[config.mk]
export PLATFORM = sky130hd
export DESIGN_NAME = i2c_target_regs
export DESIGN_NICKNAME = d
export VERILOG_FILES = /design/src/rtl/i2c_pkg.sv /design/src/rtl/i2c_line_filter.sv /design/src/rtl/i2c_target_regs.sv
export SDC_FILE = /design/constraint.sdc
export NUM_CORES = 1
export LEC_CHECK = 0
export BUFFER_PORTS_ARGS = -buffer_cell sky130_fd_sc_hd__buf_2
export CAP_MARGIN = 0
export CORE_ASPECT_RATIO = 2
export CORE_UTILIZATION = 63
export CTS_CLUSTER_SIZE = 30
export DETAILED_ROUTE_END_ITERATION = 10
export PLACE_DENSITY = 0.81
export SLEW_MARGIN = 20
export SYNTH_ARGS = -nofsm -noshare
export SYNTH_HDL_FRONTEND = slang
export SYNTH_SLANG_ARGS = --single-unit
export TNS_END_PERCENT = 30
[constraint.sdc]
create_clock -name clk -period 5.1 [get_ports clk]
set_input_delay 0.765 -clock clk [delete_from_list [all_inputs] [get_ports clk]]
set_output_delay 0.765 -clock clk [all_outputs]
set_load 0.005 [all_outputs]
[src/rtl/i2c_pkg.sv]
// Shared definitions for the I2C target register endpoint.
//   i2c_state_e  : protocol FSM states
//   RwBit        : position of the R/W flag in the address byte (1 = read)
//   AckLevel     : SDA level meaning ACK; NackLevel : SDA level meaning NACK
//   BitCntW      : width of the per-byte bit counter (counts 0..8)
package i2c_pkg;

  typedef enum logic [3:0] {
    StIdle,
    StAddr,
    StAckAddr,
    StWrPtr,
    StAckPtr,
    StWrData,
    StAckData,
    StRdData,
    StRdAck,
    StIgnore
  } i2c_state_e;

  localparam int unsigned RwBit     = 0;
  localparam logic        AckLevel  = 1'b0;
  localparam logic        NackLevel = 1'b1;

  localparam int unsigned         BitCntW     = 4;
  localparam logic [BitCntW-1:0] BitsPerByte = 4'd8;
  localparam logic [BitCntW-1:0] LastBit     = 4'd7;

endpackage

[src/rtl/i2c_line_filter.sv]
// Input conditioner for one I2C line: 2-FF synchronizer followed by a
// consecutive-sample filter, plus edge pulses on the filtered level.
//   clk   : system clock
//   rst   : asynchronous active-low reset (filtered level resets high)
//   line  : raw bus level
//   level : filtered level
//   rise  : one-cycle pulse after level goes 0 -> 1
//   fall  : one-cycle pulse after level goes 1 -> 0
module i2c_line_filter #(
  parameter int unsigned FILTER_LEN = 3
) (
  input  logic clk,
  input  logic rst,
  input  logic line,
  output logic level,
  output logic rise,
  output logic fall
);

  localparam int unsigned    CntW   = (FILTER_LEN > 1) ? $clog2(FILTER_LEN) : 1;
  localparam logic [CntW-1:0] CntMax = CntW'(FILTER_LEN - 1);

  logic [1:0]      sync_q;
  logic [CntW-1:0] cnt_q, cnt_d;
  logic            level_q, level_d;
  logic            prev_q;

  always_ff @(posedge clk or negedge rst) begin
    if (!rst) begin
      sync_q  <= 2'b11;
      cnt_q   <= '0;
      level_q <= 1'b1;
      prev_q  <= 1'b1;
    end else begin
      sync_q  <= {sync_q[0], line};
      cnt_q   <= cnt_d;
      level_q <= level_d;
      prev_q  <= level_q;
    end
  end

  // The level flips only after FILTER_LEN consecutive samples disagree with it;
  // any agreeing sample restarts the count.
  always_comb begin
    level_d = level_q;
    cnt_d   = '0;
    if (sync_q[1] != level_q) begin
      if (cnt_q == CntMax) begin
        level_d = sync_q[1];
      end else begin
        cnt_d = cnt_q + 1'b1;
      end
    end
  end

  assign level = level_q;
  assign rise  = level_q & ~prev_q;
  assign fall  = ~level_q & prev_q;

endmodule

[src/rtl/i2c_target_regs.sv]
// I2C target endpoint exposing a bank of 2**ADDR_W 8-bit registers.
// Protocol: address byte, then (write) pointer byte and data bytes, or
// (read) data bytes starting at the persistent pointer.
//   clk, rst     : system clock, asynchronous active-low reset
//   scl_i, sda_i : bus line levels (SCL is input only, no stretching)
//   sda_o, sda_t : open-drain SDA driver (sda_o fixed 0, sda_t=1 releases)
//   reg_wr_*     : one-cycle register write strobe with address and data
//   reg_rd_addr  : current pointer; reg_rd_data returns that register
//   busy         : address-matched transaction in progress
module i2c_target_regs
  import i2c_pkg::*;
#(
  parameter logic [6:0]  ADDRESS    = 7'h41,
  parameter int unsigned ADDR_W     = 4,
  parameter int unsigned FILTER_LEN = 3
) (
  input  logic              clk,
  input  logic              rst,
  input  logic              scl_i,
  input  logic              sda_i,
  output logic              sda_o,
  output logic              sda_t,
  output logic              reg_wr_en,
  output logic [ADDR_W-1:0] reg_wr_addr,
  output logic [7:0]        reg_wr_data,
  output logic [ADDR_W-1:0] reg_rd_addr,
  input  logic [7:0]        reg_rd_data,
  output logic              busy
);

  logic scl_lvl, scl_rise, scl_fall;
  logic sda_lvl, sda_rise, sda_fall;

  i2c_line_filter #(
    .FILTER_LEN (FILTER_LEN)
  ) u_scl_filter (
    .clk   (clk),
    .rst   (rst),
    .line  (scl_i),
    .level (scl_lvl),
    .rise  (scl_rise),
    .fall  (scl_fall)
  );

  i2c_line_filter #(
    .FILTER_LEN (FILTER_LEN)
  ) u_sda_filter (
    .clk   (clk),
    .rst   (rst),
    .line  (sda_i),
    .level (sda_lvl),
    .rise  (sda_rise),
    .fall  (sda_fall)
  );

  logic start_det, stop_det;
  assign start_det = sda_fall & scl_lvl;
  assign stop_det  = sda_rise & scl_lvl;

  i2c_state_e         state_q, state_d;
  logic [BitCntW-1:0] bit_cnt_q, bit_cnt_d;
  logic [7:0]         shift_q, shift_d;
  logic [7:0]         shift_in;
  logic               rw_q, rw_d;
  logic [ADDR_W-1:0]  ptr_q, ptr_d;
  logic               sda_t_q, sda_t_d;
  logic               busy_q, busy_d;
  logic               wr_en_q, wr_en_d;
  logic [ADDR_W-1:0]  wr_addr_q, wr_addr_d;
  logic [7:0]         wr_data_q, wr_data_d;
  logic               rd_load_q, rd_load_d;

  assign shift_in = {shift_q[6:0], sda_lvl};

  // State register
  always_ff @(posedge clk or negedge rst) begin
    if (!rst) begin
      state_q   <= StIdle;
      bit_cnt_q <= '0;
      shift_q   <= '0;
      rw_q      <= 1'b0;
      ptr_q     <= '0;
      sda_t_q   <= 1'b1;
      busy_q    <= 1'b0;
      wr_en_q   <= 1'b0;
      wr_addr_q <= '0;
      wr_data_q <= '0;
      rd_load_q <= 1'b0;
    end else begin
      state_q   <= state_d;
      bit_cnt_q <= bit_cnt_d;
      shift_q   <= shift_d;
      rw_q      <= rw_d;
      ptr_q     <= ptr_d;
      sda_t_q   <= sda_t_d;
      busy_q    <= busy_d;
      wr_en_q   <= wr_en_d;
      wr_addr_q <= wr_addr_d;
      wr_data_q <= wr_data_d;
      rd_load_q <= rd_load_d;
    end
  end

  // Next-state logic. Bits are shifted on SCL rise; SDA drive changes on SCL fall.
  always_comb begin
    state_d   = state_q;
    bit_cnt_d = bit_cnt_q;
    shift_d   = shift_q;
    rw_d      = rw_q;
    ptr_d     = ptr_q;
    sda_t_d   = sda_t_q;
    busy_d    = busy_q;
    wr_en_d   = 1'b0;
    wr_addr_d = wr_addr_q;
    wr_data_d = wr_data_q;
    rd_load_d = rd_load_q;

    if (stop_det) begin
      state_d   = StIdle;
      sda_t_d   = 1'b1;
      busy_d    = 1'b0;
      rd_load_d = 1'b0;
    end else if (start_det) begin
      // busy is left alone so a repeated START keeps an owned transaction busy
      state_d   = StAddr;
      bit_cnt_d = '0;
      sda_t_d   = 1'b1;
      rd_load_d = 1'b0;
    end else begin
      unique case (state_q)
        StIdle, StIgnore: begin
          sda_t_d = 1'b1;
        end

        StAddr: begin
          if (scl_rise) begin
            shift_d   = shift_in;
            bit_cnt_d = bit_cnt_q + 1'b1;
          end else if (scl_fall && bit_cnt_q == BitsPerByte) begin
            if (shift_q[7:1] == ADDRESS) begin
              state_d = StAckAddr;
              sda_t_d = AckLevel;
              busy_d  = 1'b1;
              rw_d    = shift_q[RwBit];
            end else begin
              state_d = StIgnore;
              busy_d  = 1'b0;
            end
          end
        end

        StAckAddr: begin
          if (scl_fall) begin
            bit_cnt_d = '0;
            if (rw_q) begin
              // MSB goes out on the same edge that ends the ACK
              state_d = StRdData;
              shift_d = {reg_rd_data[6:0], 1'b1};
              sda_t_d = reg_rd_data[7];
            end else begin
              state_d = StWrPtr;
              sda_t_d = 1'b1;
            end
          end
        end

        StWrPtr: begin
          if (scl_rise) begin
            shift_d   = shift_in;
            bit_cnt_d = bit_cnt_q + 1'b1;
          end else if (scl_fall && bit_cnt_q == BitsPerByte) begin
            ptr_d   = shift_q[ADDR_W-1:0];
            sda_t_d = AckLevel;
            state_d = StAckPtr;
          end
        end

        StWrData: begin
          if (scl_rise) begin
            shift_d   = shift_in;
            bit_cnt_d = bit_cnt_q + 1'b1;
            if (bit_cnt_q == LastBit) begin
              wr_en_d   = 1'b1;
              wr_addr_d = ptr_q;
              wr_data_d = shift_in;
              ptr_d     = ptr_q + 1'b1;
            end
          end else if (scl_fall && bit_cnt_q == BitsPerByte) begin
            sda_t_d = AckLevel;
            state_d = StAckData;
          end
        end

        StAckPtr, StAckData: begin
          if (scl_fall) begin
            sda_t_d   = 1'b1;
            bit_cnt_d = '0;
            state_d   = StWrData;
          end
        end

        StRdData: begin
          if (scl_rise) begin
            // We released the line but someone holds it low: back off
            if (sda_t_q && !sda_lvl) begin
              state_d = StIgnore;
              sda_t_d = 1'b1;
              busy_d  = 1'b0;
            end else begin
              bit_cnt_d = bit_cnt_q + 1'b1;
            end
          end else if (scl_fall) begin
            if (rd_load_q) begin
              shift_d   = {reg_rd_data[6:0], 1'b1};
              sda_t_d   = reg_rd_data[7];
              rd_load_d = 1'b0;
            end else if (bit_cnt_q == BitsPerByte) begin
              sda_t_d = 1'b1;
              state_d = StRdAck;
            end else begin
              sda_t_d = shift_q[7];
              shift_d = {shift_q[6:0], 1'b1};
            end
          end
        end

        StRdAck: begin
          if (scl_rise) begin
            if (sda_lvl == NackLevel) begin
              state_d = StIgnore;
              busy_d  = 1'b0;
            end else begin
              // Next byte is fetched at the following fall, once reg_rd_data
              // has had time to follow the new pointer.
              ptr_d     = ptr_q + 1'b1;
              bit_cnt_d = '0;
              rd_load_d = 1'b1;
              state_d   = StRdData;
            end
          end
        end

        default: begin
          state_d = StIdle;
          sda_t_d = 1'b1;
        end
      endcase
    end
  end

  // Outputs
  always_comb begin
    sda_o       = 1'b0;
    sda_t       = sda_t_q;
    busy        = busy_q;
    reg_wr_en   = wr_en_q;
    reg_wr_addr = wr_addr_q;
    reg_wr_data = wr_data_q;
    reg_rd_addr = ptr_q;
  end

endmodule

==> flow_results.org <==
** Outcome
- The flow ran to the end, and the final reports show no timing, DRC or antenna violations.

** Clock tree
- CTS Buffer Depth :: 2
- Counting the buffers created by CTS gives 5.
- Clock-pin slew on the worst setup and hold paths :: about 0.1 ns
- Once the clock tree was built, the setup fixing pass inserted 0 buffers.
- Post-CTS repair changed the size of 0 cells.
- In this run, post-CTS hold repair placed 0 buffers.
- The root buffer cell chosen for the clock tree is sky130_fd_sc_hd__clkbuf_8.
- The H-tree was split into 2 levels.
- Clk_lat worst skew :: 0.31 ns
- TritonCTS built the clock tree.
- For this design, the sink count on the clock tree is 49.

** Critical path
- Delay of the slowest cell on the worst path :: 0.65 ns
- Following the worst setup path forward leads to its endpoint at state_q[0].
- The critical path runs through a total of 6 cells.
- Measured in cells, the most critical reg-to-reg path has a length of 6.
- Type of the setup path with the least slack :: register to register
- The worst setup path is captured at a register.
- Startpoint of the worst-slack reg-to-reg timing path :: u_scl_filter.level
- Cell with the largest stage delay on the worst path :: sky130_fd_sc_hd__dfstp_2
- The critical path goes through ha_1 -> a21bo_1 -> a2111oi_2 -> a221o_2 -> o21ai_2 -> mux2_4.
- The critical path starts at u_scl_filter.level.
- Data arrives at the worst endpoint at 2.85 ns.
- WP data required :: between 5 and 6 ns
- The worst setup path is launched from a register.
- Across all register-to-register paths, the minimum setup slack is 2.45 ns.
- Maximum fanout count along the critical path :: 16
- Grouping stages by cell kind, the critical path spends the most delay in compound AO/OA/AOI/OAI gates.
- In this run the critical register-to-register path is captured at state_q[0].
- Counting both buffers and inverters, the worst setup path holds a total of 0.

** Power
- Part of the power in the clock network :: a little over an eighth
- Int Pwr :: 0.001002 W
- Sw Pwr :: 0.0008652 W
- Sequential fraction of design power :: 40.3%
- For this design the static power due to leakage is 1.406 nW.
- Power per cell area :: about 610 mW/mm^2
- Net switching is a little under half of the power.
- Final Power :: between 0.0015 and 0.002 W
- Combinational share of power :: a little under half
- Worst vdd rail ir drop :: around 0.0004 V

** Synthesis
- Most frequently used flop master after synthesis :: sky130_fd_sc_hd__dfrtp_1
- Post-synthesis cell type count :: 71
- Yosys printed 0 warnings.
- Total standard cell area after synthesis :: 0.002855 sq mm
- Counting every net in the synthesized netlist gives 318.
- Number of synthesized register bits :: 49
- Synth async-reset ratio :: 100.0%
- After synthesis, flip-flops and latches occupy 43.34% of the total area.
- Number of flops mapped to enable cells by yosys :: 0
- A synthesized cell averages ~9.5 sq um.
- Post-Syn Instances :: approximately 300

** Global routing
- Pin count of the biggest net entering global routing :: 50
- Global routing used 28.89% of the available tracks.
- The number of global-route vias before repair was 2334.
- After global routing the overflow that remains totals 0.
- The first global-routing pass estimated 10.72 mm of wire.
- The initial antenna violation count was 0.

** STA
- Headroom to the max-slew limit came out at 41.26%.
- The max-slew violation count is 0.
- Across all setup checks in the final design, the least slack found is ~2.5 ns.
- On the final layout, the worst clock skew is around 0.0085 ns.
- Count of endpoints failing setup in the final report :: 0
- Period utilisation layout :: about half
- Setup_tns :: 0 ns
- The hold violation count in the final report came to 0.
- Maximum clock rate :: 377.7 MHz
- For the pin with the worst max-slew slack, the measured transition is 0.8811 ns.
- For the finished layout, the period the worst path requires is 2.648 ns.
- RSZ-0062 raised after global routing :: no

** Placed design
- Port buffer count :: 30
- Placed cell count :: roughly 370
- Timing analysis after detailed placement gives a worst setup slack of 2.499 ns.
- Total half-perimeter wirelength after legalization and detailed placement :: 4.736 mm
- Routability congestion estimate from global placement :: 0.9799

** Drt
- Detailed-route wire length per cell :: between 15 and 20 um
- For this block, the routed nets add up to 6.560 mm of wire.
- For this run, the detailed router's first-pass iteration total came to 4.
- For this run, design rule violations remaining after detail routing come to 0.
- The routed layout has 2333 vias.
- For this block, the initial DRC count from the detailed router was 98.
- The count of nets left with antenna violations once routing finished came out at 0.
- Dividing the detail-routed via count by the number of cells gives 6.221.

** Worst hold path
- Class of the tightest hold or removal check :: register to register

** Floorplan
- Die X-Extent :: 49.61 um
- Die Span Y :: 97.21 um
- The initial utilization of the core area, before any placement, comes to 65.80%.
- Number of primary I/O pins :: 32
- The die covers 0.004822 sq mm.
- The floorplan has 34 rows.
- The core region is between 0.004 and 0.005 sq mm.

** Layout
- The library cell used most frequently in the layout, excluding fill and tap cells, is sky130_fd_sc_hd__nand2_1.
- The top cell types in the final layout, fill and taps aside, are 55 x sky130_fd_sc_hd__nand2_1, 40 x sky130_fd_sc_hd__dfrtp_1, 29 x sky130_fd_sc_hd__buf_2.
- Antenna diode count :: 0
- After the last flow step, the layout net total stands at 337.
- Cell Count, Final, Fillers Out :: 375
- Ratio of cells with drive above 1 in the final layout :: 21.50%
- Compared with the post-synthesis result, the final layout area differs by 7.011%.

** Run
- Max-capacitance violation count :: 0
==> Yosys cell counts, types with 2 or more instances <==
library cell               count  area share, %
sky130_fd_sc_hd__nand2_1      55            7.2
sky130_fd_sc_hd__dfrtp_1      40             35
sky130_fd_sc_hd__a21oi_1      13            2.3
sky130_fd_sc_hd__inv_1        13            1.7
sky130_fd_sc_hd__nor2_1       13            1.7
sky130_fd_sc_hd__nor3_1       12            2.1
sky130_fd_sc_hd__o21ai_1      12            2.1
sky130_fd_sc_hd__mux2i_1      11            3.9
sky130_fd_sc_hd__dfstp_2       9            8.3
sky130_fd_sc_hd__buf_2         8            1.4
sky130_fd_sc_hd__nand3_1       6            1.1
sky130_fd_sc_hd__o21ai_0       6            1.1
sky130_fd_sc_hd__ha_1          5            2.2
sky130_fd_sc_hd__nor2b_1       5            1.1
sky130_fd_sc_hd__o21ai_2       5            1.5
sky130_fd_sc_hd__a31oi_1       4           0.88
sky130_fd_sc_hd__buf_4         4            1.1
sky130_fd_sc_hd__buf_6         4            1.6
sky130_fd_sc_hd__a31o_2        3           0.92
sky130_fd_sc_hd__and4b_1       3            1.1
sky130_fd_sc_hd__mux2_1        3            1.2
sky130_fd_sc_hd__nand2b_1      3           0.66
sky130_fd_sc_hd__nand3b_1      3           0.79
sky130_fd_sc_hd__nor3b_1       3           0.79
sky130_fd_sc_hd__xnor2_1       3           0.92
sky130_fd_sc_hd__a21o_1        2           0.53
sky130_fd_sc_hd__a221oi_1      2           0.61
sky130_fd_sc_hd__a221oi_2      2            1.1
sky130_fd_sc_hd__clkbuf_1      2           0.26
sky130_fd_sc_hd__nand4_1       2           0.44
sky130_fd_sc_hd__nor2_2        2           0.44
sky130_fd_sc_hd__nor4_1        2           0.44
sky130_fd_sc_hd__nor4b_2       2            1.1
sky130_fd_sc_hd__o22ai_1       2           0.44
==> registers in the layout (all words and copies together), names as in the netlist <==
signal	cells
reg_wr_addr	4
shift_q	8
reg_wr_en	1
reg_wr_data	8
reg_rd_addr	4
busy	1
state_q	4
u_scl_filter.level	1
sda_t	1
u_sda_filter.sync_q	2
u_sda_filter.prev_q	1
u_scl_filter.prev_q	1
u_scl_filter.cnt_q	2
bit_cnt_q	4
u_sda_filter.cnt_q	2
u_sda_filter.level	1
u_scl_filter.sync_q	2
rw_q	1
rd_load_q	1
==> cell families after synthesis <==
family	count (synthesis)	synth area share [%]
AOI/OAI and AO/OA	72	18.49
xor gates and xnor gates	4	1.227
adders and majority gates	6	2.542
buffers and inverters	31	6.004
DFF	49	43.34
muxes	15	5.565
other	1	0.1313
and+or+nand+nor	123	22.70
==> area by class of cell <==
cell class | count | area (sq um)
repair buffers | 30 | 152.6
clock buffers | 5 | 68.82
inverters | 13 | 48.80
clock inverters | 3 | 33.78
fillers | 364 | 1284
flip-flops and latches | 49 | 1237
multi-input cells | 221 | 1446
well taps | 54 | 67.56
==> power by group through the flow <==
stage / combinational (W) / clock [W] / sequential (W)
after floorplan: 0.000813 / 0 / 0.000612
after global placement: 0.000824 / 0 / 0.000749
after detailed placement: 0.000850 / 0 / 0.000754
after CTS: 0.000858 / 0.000254 / 0.000748
after global routing: 0.000940 / 0.000265 / 0.000777
final: 0.000865 / 0.000249 / 0.000753
==> stage by stage <==
stage / hold WS [ns] / util [%] / cell area [sq um]
after CTS: 0.3617 / 70.36 / 3053
after floorplan: 0.3452 / - / 2855
after global routing: 0.3645 / 70.42 / 3055
after global placement: 0.3460 / 67.99 / 2950
after detailed placement: 0.3476 / 67.99 / 2950
final: 0.3603 / 70.42 / 3055
==> worst min path at each step <==
| stage | cells past startpoint | endpoint | startpoint | slack, ns |
|---|---|---|---|---|
| after floorplan | 0 | u_scl_filter.sync_q[1] | u_scl_filter.sync_q[0] | 0.35 |
| after global placement | 0 | u_scl_filter.sync_q[1] | u_scl_filter.sync_q[0] | 0.35 |
| final | 0 | u_scl_filter.sync_q[1] | u_scl_filter.sync_q[0] | 0.36 |
| after CTS | 0 | u_scl_filter.sync_q[1] | u_scl_filter.sync_q[0] | 0.36 |
| after global routing | 0 | u_scl_filter.sync_q[1] | u_scl_filter.sync_q[0] | 0.36 |
| after detailed placement | 0 | u_scl_filter.sync_q[1] | u_scl_filter.sync_q[0] | 0.35 |
==> per-layer routing <==
| layer | global-route usage (%) | share of wire [%] |
|---|---|---|
| met4 | 15.16 | 4.2 |
| met5 | 0 | 0 |
| met3 | 2.973 | 3.6 |
| met1 | 32.47 | 38 |
| met2 | 51.56 | 55 |
Power figures use the tool's default switching activity.
